===== src/rtl/result_pooler.sv =====
`default_nettype none
// +------------------------------------------------------------------------+
// | result_pooler: ReLU + 2x2 max-pool of a row-major result stream, with   |
// | a small output FIFO.                              Rev 1.0               |
// +------------------------------------------------------------------------+
module result_pooler #(
  parameter int ROW_LEN    = 32,
  parameter int FIFO_DEPTH = 4,
  parameter int DATA_WIDTH = 16
) (
  input  logic                  clk,
  input  logic                  rst,
  input  logic                  clear,
  input  logic                  in_valid,
  input  logic [DATA_WIDTH-1:0] in_data,
  input  logic                  out_ready,
  output logic                  out_valid,
  output logic [DATA_WIDTH-1:0] out_data,
  output logic                  out_last,
  output logic                  overflow
);

  localparam int CW = $clog2(ROW_LEN);
  localparam int AW = $clog2(FIFO_DEPTH);
  localparam logic [CW-1:0] c_COL_LAST = CW'(ROW_LEN - 1);
  localparam logic [0:0]    c_EVEN_ROW = 1'b0;
  localparam logic [0:0]    c_ODD_ROW  = 1'b1;

  logic [CW-1:0]         r_col;
  logic [CW-1:0]         r_row;
  logic [0:0]            r_state;
  logic [DATA_WIDTH-1:0] r_pair;
  logic [DATA_WIDTH-1:0] r_line [ROW_LEN/2];
  logic [DATA_WIDTH:0]   r_mem  [FIFO_DEPTH];
  logic [AW:0]           r_wptr;
  logic [AW:0]           r_rptr;
  logic                  r_overflow;

  logic                  w_accept;
  logic [DATA_WIDTH-1:0] w_relu;
  logic [DATA_WIDTH-1:0] w_hmax;
  logic [CW-2:0]         w_half;
  logic [DATA_WIDTH-1:0] w_above;
  logic [DATA_WIDTH-1:0] w_vmax;
  logic                  w_col_end;
  logic                  w_frame_end;
  logic                  w_push;
  logic                  w_empty;
  logic                  w_full;
  logic                  w_pop;
  logic                  w_wr;
  logic                  w_drop;
  logic [DATA_WIDTH:0]   w_head;

  assign w_accept    = in_valid & ~clear;
  assign w_relu      = in_data[DATA_WIDTH-1] ? '0 : in_data;
  // Both operands are already non-negative, so an unsigned compare is exact.
  assign w_hmax      = (r_pair > w_relu) ? r_pair : w_relu;
  assign w_half      = r_col[CW-1:1];
  assign w_above     = r_line[w_half];
  assign w_vmax      = (w_above > w_hmax) ? w_above : w_hmax;
  assign w_col_end   = (r_col == c_COL_LAST);
  assign w_frame_end = w_col_end && (r_row == c_COL_LAST);
  assign w_push      = w_accept & r_col[0] & (r_state == c_ODD_ROW);

  assign w_empty = (r_wptr == r_rptr);
  assign w_full  = (r_wptr[AW] != r_rptr[AW]) && (r_wptr[AW-1:0] == r_rptr[AW-1:0]);
  assign w_pop   = ~w_empty & out_ready;
  assign w_wr    = w_push & (~w_full | w_pop);
  assign w_drop  = w_push & w_full & ~w_pop;

  always_ff @(posedge clk or posedge rst) begin
    if (rst) begin
      r_col   <= '0;
      r_row   <= '0;
      r_state <= c_EVEN_ROW;
      r_pair  <= '0;
    end else if (clear) begin
      r_col   <= '0;
      r_row   <= '0;
      r_state <= c_EVEN_ROW;
      r_pair  <= '0;
    end else if (w_accept) begin
      if (!r_col[0]) r_pair <= w_relu;
      if (w_col_end) begin
        r_col <= '0;
        r_row <= w_frame_end ? '0 : r_row + 1'b1;
      end else begin
        r_col <= r_col + 1'b1;
      end
      case (r_state)
        c_EVEN_ROW: if (w_col_end) r_state <= c_ODD_ROW;
        c_ODD_ROW:  if (w_col_end) r_state <= c_EVEN_ROW;
        default:    r_state <= c_EVEN_ROW;
      endcase
    end
  end

  // Line buffer is always written on an even row before the odd row reads it.
  always_ff @(posedge clk) begin
    if (w_accept && r_col[0] && (r_state == c_EVEN_ROW)) r_line[w_half] <= w_hmax;
  end

  always_ff @(posedge clk) begin
    if (w_wr) r_mem[r_wptr[AW-1:0]] <= {w_frame_end, w_vmax};
  end

  always_ff @(posedge clk or posedge rst) begin
    if (rst) begin
      r_wptr     <= '0;
      r_rptr     <= '0;
      r_overflow <= 1'b0;
    end else if (clear) begin
      r_wptr     <= '0;
      r_rptr     <= '0;
      r_overflow <= 1'b0;
    end else begin
      if (w_wr)   r_wptr     <= r_wptr + 1'b1;
      if (w_pop)  r_rptr     <= r_rptr + 1'b1;
      if (w_drop) r_overflow <= 1'b1;
    end
  end

  // Head is gated so stale memory never leaks out while empty or in reset.
  assign w_head    = r_mem[r_rptr[AW-1:0]];
  assign out_valid = ~w_empty;
  assign out_data  = out_valid ? w_head[DATA_WIDTH-1:0] : '0;
  assign out_last  = out_valid & w_head[DATA_WIDTH];
  assign overflow  = r_overflow;

endmodule
`default_nettype wire

===== config.mk =====
export PLATFORM = sky130hd
export DESIGN_NAME = result_pooler
export DESIGN_NICKNAME = d
export VERILOG_FILES = /design/src/rtl/result_pooler.sv
export SDC_FILE = /design/constraint.sdc
export NUM_CORES = 1
export LEC_CHECK = 0
export ABC_CLOCK_PERIOD_IN_PS = 11600
export CAP_MARGIN = 10
export CORE_MARGIN = 2
export CORE_UTILIZATION = 66
export CTS_BUF_LIST = sky130_fd_sc_hd__clkbuf_16
export CTS_CLUSTER_SIZE = 20
export DETAILED_ROUTE_END_ITERATION = 6
export PLACE_DENSITY = 0.84
export RECOVER_POWER = 25
export SETUP_SLACK_MARGIN = 0.5
export SLEW_MARGIN = 15
export SYNTH_ARGS = -nofsm -noshare
export SYNTH_HDL_FRONTEND = slang
export SYNTH_SLANG_ARGS = --single-unit

===== constraint.sdc =====
create_clock -name clk -period 11.6 [get_ports clk]
set_input_delay 1.16 -clock clk [delete_from_list [all_inputs] [get_ports clk]]
set_output_delay 1.16 -clock clk [all_outputs]
set_load 0.01 [all_outputs]

### Word level (Yosys, flattened, before mapping)

Memory sizes are Yosys's and may differ from the RTL's.
Index checks and enable logic that the tools add are counted.
Widths: inputs -> output; s select.

| operators by class | value |
|---|---|
| reduce and logical (&&, ||, !) cells | 11 |
| order comparisons | 2 |
| add/subtract/negate cells | 4 |
| eq/ne operators | 6 |
| bitwise logic cells | 14 |
| multiplexer cells | 29 |

Operators with widths:

| kind | number |
|---|---|
| $mux 16 | 6 |
| $mux 5 | 7 |
| $gt 16x15->1 | 1 |
| $gt 16x16->1 | 1 |
| $mux 15 | 1 |
| $mux 3 | 4 |
| $add 5x1->5 const B | 2 |
| $eq 5x5->1 const B | 2 |
| $mux 1 | 10 |
| $reduce_bool 2->1 | 5 |
| $and 1x1->1 | 8 |
| $add 3x1->3 const B | 2 |
| $not 1->1 | 5 |
| $logic_and 1x1->1 | 4 |
| $reduce_and 2->1 | 2 |
| $eq 3x3->1 | 1 |
| $eq 2x2->1 | 1 |
| $ne 2x2->1 const B | 1 |
| $pmux 1 s2 | 1 |
| $ne 1x1->1 | 1 |
| $or 1x1->1 | 1 |

| word-level totals | value |
|---|---|
| memory bits (writable) | 324 |
| bits of input ports | 21 |
| memories kept | 2 |
| word-level logic and storage cells | 75 |
| flip-flop bits (word level) | 34 |

Memory list:

| memory | depth | width | read ports | clocked after Yosys merged registers in | wr ports | line | text |
|---|---|---|---|---|---|---|---|
| r_line | 16 | 16 | 1 | 0 | 1 | 33 | `logic [DATA_WIDTH-1:0] r_line [ROW_LEN/2];` |
| r_mem | 4 | 17 | 1 | 0 | 1 | 34 | `logic [DATA_WIDTH:0] r_mem [FIFO_DEPTH];` |

### Longest topological paths before layout

Gate-level depths: netlist of the first run.

| depth | value |
|---|---|
| word-level depth | 8 |
| mapped depth | 19 |
| mapped depth without buffers | 16 |

### Least setup slack after synthesis of the first run

Ideal clock, no wire load.

| path | value |
|---|---|
| kind | input to register |
| from | in in_data[15] |
| to | mem r_mem[0][10] (netlist name) (data pin) |
| setup time | 266 ps |
| setup slack | 6080 ps |
| data required time | 11334 ps |
| data arrival time | 5254 ps |
| cell stages on the path | 18 |
| buffers on the path | 3 |
| path through | clkbuf_1 nor2b_1 inv_1 ha_1 nand3_2 or4_4 o22ai_2 buf_6 mux2_4 inv_1 ha_1 a21o_1 a21oi_1 o221ai_1 a211o_1 o221a_1 clkbuf_1 mux2_2 |

| between the ends | value |
|---|---|
| longest elaborated chain between the ends | 5 |

RTL lines:

| what | line | text |
|---|---|---|
| from (decl) | 15 | `input logic [DATA_WIDTH-1:0] in_data,` |
| $mux 15 * | 56 | `assign w_relu = in_data[DATA_WIDTH-1] ? '0 : in_data;` |
| $gt 16x15->1 | 58 | `assign w_hmax = (r_pair > w_relu) ? r_pair : w_relu;` |
| $mux 16 * | 58 |  |
| net w_hmax[13] | 41 | `logic [DATA_WIDTH-1:0] w_hmax;` |
| $gt 16x16->1 * | 61 | `assign w_vmax = (w_above > w_hmax) ? w_above : w_hmax;` |
| $mux 16 * | 61 |  |
| net w_vmax[10] | 44 | `logic [DATA_WIDTH-1:0] w_vmax;` |
| to (decl) | 34 |  |

Mark *: on every way through the listed nets, which the timed path passes. The rest lies on a longest branch.

### Final worst setup path of the first run

| path | value |
|---|---|
| from | reg r_col[2] |
| to | mem r_mem[1][1] (netlist name) (data pin) |

| between the ends | value |
|---|---|
| longest elaborated chain between the ends | 3 |

RTL lines:

| what | line | text |
|---|---|---|
| from (decl) | 29 | `logic [CW-1:0] r_col;` |
| from (signal assigned) | 89 | `r_col <= r_col + 1'b1;` |
| $mem_v2 16x16 * | -- |  |
| $gt 16x16->1 | 61 |  |
| $mux 16 * | 61 |  |
| net w_vmax[1] | 44 |  |

Marks and branches as above.

==> results of run 1 <==
## cells in the final DEF (no fill, tap or decap), drive strengths merged, types with 7 or more instances in the layout
cell type,netlist,layout
clkdlybuf4s50,0,35
nor2,32,32
a21oi,30,30
nor3,9,9
clkinv,0,18
edfxtp,304,304
buf,15,15
nand4,7,7
mux2,31,31
ha,39,39
dfrtp,33,33
clkbuf,20,40
nor2b,20,20
mux4,91,91
and2,21,21
nand3,12,12
nand2,40,40
inv,35,36
## stage by stage
| step | util | setup slack [ns] |
|---|---|---|
| after floorplan | - | 6.08 |
| after global placement | 0.712 | 4.79 |
| after detailed placement | 0.712 | 4.61 |
| after CTS | 0.766 | 4.97 |
| after global routing | 0.765 | 4.60 |
| final | 0.765 | 4.81 |
## power by group
part / switching, mW / internal, mW
clock network: 0.451 / 0.654
registers: 0.00606 / 1.35
logic: 0.104 / 0.0709
## logic make-up after synthesis
kind of cell | Yosys count
DFF | 337
and+or+nand+nor | 154
muxes | 126
buffers and inverters | 70
AOI/OAI and AO/OA | 50
adders and majority gates | 39
xor gates and xnor gates | 8
other | 1
## final timing paths
check                                startpoint                    end  slack (ns)
setup / recovery           r_col[2]$_DFFE_PP0P_  r_mem[1][1]$_DFFE_PP_        4.81
hold / removal             overflow$_DFFE_PP0P_   overflow$_DFFE_PP0P_        0.50
setup reg to reg           r_col[2]$_DFFE_PP0P_  r_mem[1][1]$_DFFE_PP_        4.81
hold reg to reg            overflow$_DFFE_PP0P_   overflow$_DFFE_PP0P_        0.50
max in group asynchronous                   rst   r_col[1]$_DFFE_PP0P_        8.58
min in group asynchronous                   rst  r_pair[0]$_DFFE_PP0P_        1.72
## routing by layer
metal / wire (µm) / vias to the layer above / global-route usage
li1: - / 3209 / -
met1: 11900 / 3880 / 0.414
met2: 16300 / 482 / 0.490
met3: 3030 / 91 / 0.0527
met4: 1180 / 0 / 0.109
met5: 0 / - / 0
## critical path: cells and delay by family, from the launching register on
kind                       cells  cell delay [ns]
buffers and inverters          1             2.70
DFF                            1             0.34
adders and majority gates      1             0.35
AOI/OAI and AO/OA              5             1.56
muxes                          3             1.55
## flip-flops by register name, indices dropped and copies added (netlist names)
register,cells
r_line,240
r_mem,64
r_pair,15
r_col,5
r_row,5
r_rptr,3
r_wptr,3
overflow,1
r_state,1
## final cells by class
type,instances,area (µm²)
Sequential cell,337,9960
Fill cell,1108,4990
Multi-Input combinational cell,378,4150
Clock buffer,36,901
Timing Repair Buffer,57,508
Tap cell,275,344
Clock inverter,25,239
Inverter,35,131
==> flow_metrics.env, run 1 <==
export IMPL_critPathKind="register to register"
export IMPL_synth_common_cells="edfxtp_1 (304), mux4_2 (91), nand2_1 (40)"
export IMPL_cts_htree_levels=2
export IMPL_synth_adder_area_share=0.0340
export IMPL_holdPathStages=2
export IMPL_cts_resized=0
export IMPL_grt_max_degree=67
export IMPL_rows=53
export IMPL_place_congestion=0.862
export IMPL_synth_area_leaders="edfxtp_1 (64%), mux4_2 (14%), dfrtp_1 (5.8%)"
export IMPL_synth_top_area_share=0.636
export IMPL_clockBufferDepth=3
export IMPL_synth_xor_area_share=0.00488
export IMPL_ys_warn_count=0
export IMPL_synth_cell_types=43
export IMPL_fin_area_mm2=0.0162
export IMPL_rsz0062_at_grt="false"
export IMPL_place_area_mm2=0.0151
export IMPL_violations="capacitance limit, slew limit"
export IMPL_fin_hold_ws_ns=0.504
export IMPL_synth_edf_count=304
export IMPL_synthCells=785
export IMPL_clock_fmax_mhz=147
export IMPL_stdcell_count=1143
export IMPL_initial_core_util=0.677
export IMPL_antenna_found_initial=0
export IMPL_io_pins=40
export IMPL_drt_iter0_drc=846
export IMPL_tns_ns=0
export IMPL_setup_violations=0
export IMPL_total_power_mw=2.63
export IMPL_dr_pass1_iters=7
export IMPL_clockRootBuffer="clkbuf_16"
export IMPL_fin_crit_sh=0.586
export IMPL_drv_cap=2
export IMPL_diodes=0
export IMPL_critPathMaxStageDelay_ns=2.70
export IMPL_synth_top_family_by_area="multiplexers"
export IMPL_viasPerCell=6.70
export IMPL_crit_path_cell_trace="clkbuf_1 -> mux4_2 -> mux4_2 -> ha_1 -> a21o_1 -> a21oi_1 -> o221ai_1 -> a211o_1 -> o221a_1 -> mux2_2"
export IMPL_drv_slew=101
export IMPL_synth_seq_cells=337
export IMPL_cp_start_kind="register"
export IMPL_cp_end_kind="register"
export IMPL_synthFlopType="edfxtp_1"
export IMPL_synth_area_mux_share=0.172
export IMPL_drcViolationCount=0
export IMPL_hold_viol=0
export IMPL_vias=7662
export IMPL_port_buffers=38
export IMPL_coreArea_mm2=0.0212
export IMPL_ys_seq_area_frac=0.693
export IMPL_synth_simple_area_share=0.0539
export IMPL_cp_data_arrival_time_ns=7.05
export IMPL_clock_sinks=337
export IMPL_cts_buffers_inserted=34
export IMPL_fin_skew_ns=0.0147
export IMPL_synth_compound_area_share=0.0212
export IMPL_worst_pin_slew_ns=3.88
export IMPL_irDropWorstVdd_mv=0.158
export IMPL_ant_nets=0
export IMPL_status="complete, but fails checks"
export IMPL_synth_area_per_cell_um2=18.3
export IMPL_clock_insertion_delay_worst_skew_ns=0.52
export IMPL_synth_most_common_cell="edfxtp_1"
export IMPL_grt_use_total=0.299
export IMPL_cts_tree="done"
export IMPL_die_h_um=152
export IMPL_reg2reg_depth=10
export IMPL_syn_cell_area_mm2=0.0144
export IMPL_path_clk_slew_ns=0.06
export IMPL_holdBufCountCts=0
export IMPL_area_delta_synth_final_pct=13.1
export IMPL_grt_first_pass_wirelength_um=48800
export IMPL_dp_hpwl_um=18900
export IMPL_ys_async_sr_fraction=0.0979
export IMPL_min_period_ns=6.79
export IMPL_required_ns=11.86
export IMPL_dp_cells=1082
export IMPL_power_leakage_nw=5.49
export IMPL_avgRoutedWirePerCell_um=28.3
export IMPL_cp_slowest_cell="clkbuf_1"
export IMPL_p_per_area_mw_per_mm2=162
export IMPL_cts_setup_buffers=0
export IMPL_wl_um=32400
export IMPL_crit_fanout=66
export IMPL_drive_gt1_frac=0.228
export IMPL_die_area_mm2=0.0230
export IMPL_grt_pass1_vias=7945
export IMPL_die_w_um=152
export IMPL_synth_area_leader_cell="edfxtp_1"
export IMPL_relSlewSlack=-1.59
export IMPL_final_nets=903
export IMPL_hold_path_class="register to register"
export IMPL_overflow=0
export IMPL_syn_nets=845
export IMPL_cp_common_cell="mux4_2"
No activity file was read; power rests on OpenSTA's default activity.
==> run 2: changes to the inputs <==
Settings changed: ABC_CLOCK_PERIOD_IN_PS 11600 to 6950, CORE_UTILIZATION 66 to 61, PLACE_DENSITY 0.84 to 0.79.
Clock period 11.6 ns to 6.95 ns, I/O delays scaled along.
==> flow_metrics.env, run 2 (synthesized netlist as in run 1, its figures left out) <==
export IMPL_total_power_mw=4.19
export IMPL_place_congestion=0.836
export IMPL_critPathMaxStageDelay_ns=0.70
export IMPL_crit_fanout=18
export IMPL_cp_end_kind="register"
export IMPL_dp_cells=1128
export IMPL_grt_use_total=0.268
export IMPL_viasPerCell=6.40
export IMPL_irDropWorstVdd_mv=0.154
export IMPL_antenna_found_initial=1
export IMPL_path_clk_slew_ns=0.06
export IMPL_place_area_mm2=0.0152
export IMPL_port_buffers=38
export IMPL_clock_sinks=337
export IMPL_rsz0062_at_grt="false"
export IMPL_largest_reg_flops=240
export IMPL_drive_gt1_frac=0.222
export IMPL_drv_cap=1
export IMPL_critPathKind="primary input to register"
export IMPL_grt_pass1_vias=7877
export IMPL_cts_buffers_inserted=34
export IMPL_grt_first_pass_wirelength_um=47900
export IMPL_status="complete, but fails checks"
export IMPL_io_pins=40
export IMPL_cp_data_arrival_time_ns=6.15
export IMPL_initial_core_util=0.617
export IMPL_die_area_mm2=0.0248
export IMPL_drcViolationCount=0
export IMPL_drv_slew=34
export IMPL_clockRootBuffer="clkbuf_16"
export IMPL_fin_hold_ws_ns=0.507
export IMPL_power_leakage_nw=5.48
export IMPL_hold_path_class="register to register"
export IMPL_final_cell_mix="edfxtp_1 (304), mux4_2 (91), inv_1 (46), nand2_1 (40), ha_1 (39)"
export IMPL_holdBufCountCts=0
export IMPL_cts_htree_levels=2
export IMPL_vias=7599
export IMPL_overflow=0
export IMPL_relSlewSlack=-0.239
export IMPL_p_per_area_mw_per_mm2=259
export IMPL_cts_tree="done"
export IMPL_area_delta_synth_final_pct=12.5
export IMPL_dp_hpwl_um=19700
export IMPL_largest_register="r_line"
export IMPL_hold_viol=0
export IMPL_clock_insertion_delay_worst_skew_ns=0.51
export IMPL_fin_area_mm2=0.0162
export IMPL_worst_slack_ns=1.03
export IMPL_post_route_util=0.694
export IMPL_setup_violations=0
export IMPL_final_nets=905
export IMPL_drt_iter0_drc=791
export IMPL_required_ns=7.19
export IMPL_avgRoutedWirePerCell_um=26.7
export IMPL_wl_um=31700
export IMPL_crit_path_cell_trace="clkdlybuf4s50_1 -> nor2b_1 -> inv_1 -> ha_1 -> nand3_2 -> or4_4 -> o22ai_2 -> buf_4 -> mux2_4 -> inv_1 -> ha_1 -> a21o_1 -> a21oi_1 -> o221ai_1 -> a211o_1 -> o221a_1 -> mux2_2"
export IMPL_worst_pin_slew_ns=1.86
export IMPL_rows=56
export IMPL_tns_ns=0
export IMPL_min_period_ns=5.92
export IMPL_ant_nets=0
export IMPL_clock_fmax_mhz=169
export IMPL_fin_skew_ns=0.0135
export IMPL_preCtsSetupSlack_ns=0.635
export IMPL_cp_slowest_cell="clkdlybuf4s50_1"
export IMPL_die_h_um=157
export IMPL_dr_pass1_iters=5
export IMPL_fin_crit_sh=0.851
export IMPL_diodes=0
export IMPL_violations="capacitance limit, slew limit"
export IMPL_cp_start_kind="primary input"
export IMPL_cts_setup_buffers=0
export IMPL_grt_max_degree=49
export IMPL_stdcell_count=1188
export IMPL_n_fill_cell=1429
export IMPL_clockBufferDepth=3
export IMPL_cts_resized=0
export IMPL_layout_commonest_cell="edfxtp_1"
export IMPL_coreArea_mm2=0.0233
export IMPL_die_w_um=157
==> run 2: changes by cell type in the layout (fill, tap and decap cells not counted) <==
cell / change
inv_1: +10
buf_4: +4
bufinv_16: -4
clkbuf_1: -2
clkinv_1: -2
clkinv_8: -2
clkinvlp_4: -2
clkbuf_16: -1
clkinv_2: -1
inv_6: +1
==> run 2: layer usage <==
layer,part of all wire,track usage,up-vias
met5,0.00051,0,-
met4,0.040,0.100,2
met3,0.073,0.0515,94
met2,0.51,0.446,380
met1,0.38,0.356,3911
li1,-,-,3212
==> run 2: cell type report <==
cell class | count | area (µm²) | area share
Sequential cell | 337 | 9960 | 0.617
Clock buffer | 35 | 876 | 0.0542
Clock inverter | 25 | 105 | 0.00651
Tap cell | 319 | 399 | 0.0247
Timing Repair Buffer | 59 | 531 | 0.0328
Multi-Input combinational cell | 378 | 4150 | 0.257
Inverter | 35 | 131 | 0.00813
==> run 2: report_power, final <==
group | internal, mW | switching, mW | total, mW | leakage [nW]
sequential | 2.25 | 0.0177 | 2.27 | 3.24
combinational | 0.117 | 0.164 | 0.281 | 1.71
clock | 0.909 | 0.730 | 1.64 | 0.527
total | 3.28 | 0.912 | 4.19 | 5.48
==> run 2: path summary, 6_finish.rpt <==
path | endpoint | slack, ns | depth (start not counted) | start
worst max register to register | r_mem[2][0]$_DFFE_PP_ | 1.27 | 10 | r_col[1]$_DFFE_PP0P_
worst max-delay path | r_mem[2][0]$_DFFE_PP_ | 1.03 | 17 | in_data[15]
min in group asynchronous | r_row[3]$_DFFE_PP0P_ | 1.29 | 3 | rst
worst min-delay path | overflow$_DFFE_PP0P_ | 0.51 | 2 | overflow$_DFFE_PP0P_
worst min register to register | overflow$_DFFE_PP0P_ | 0.51 | 2 | overflow$_DFFE_PP0P_
max in group asynchronous | r_col[1]$_DFFE_PP0P_ | 4.32 | 3 | rst
==> run 2: critical path, delay by kind of cell <==
kind	cells	cell delay [ns]
compound gates	6	1.79
buf+inv	4	1.17
simple gates	3	1.05
mux	2	0.84
fa+ha+maj	2	0.60
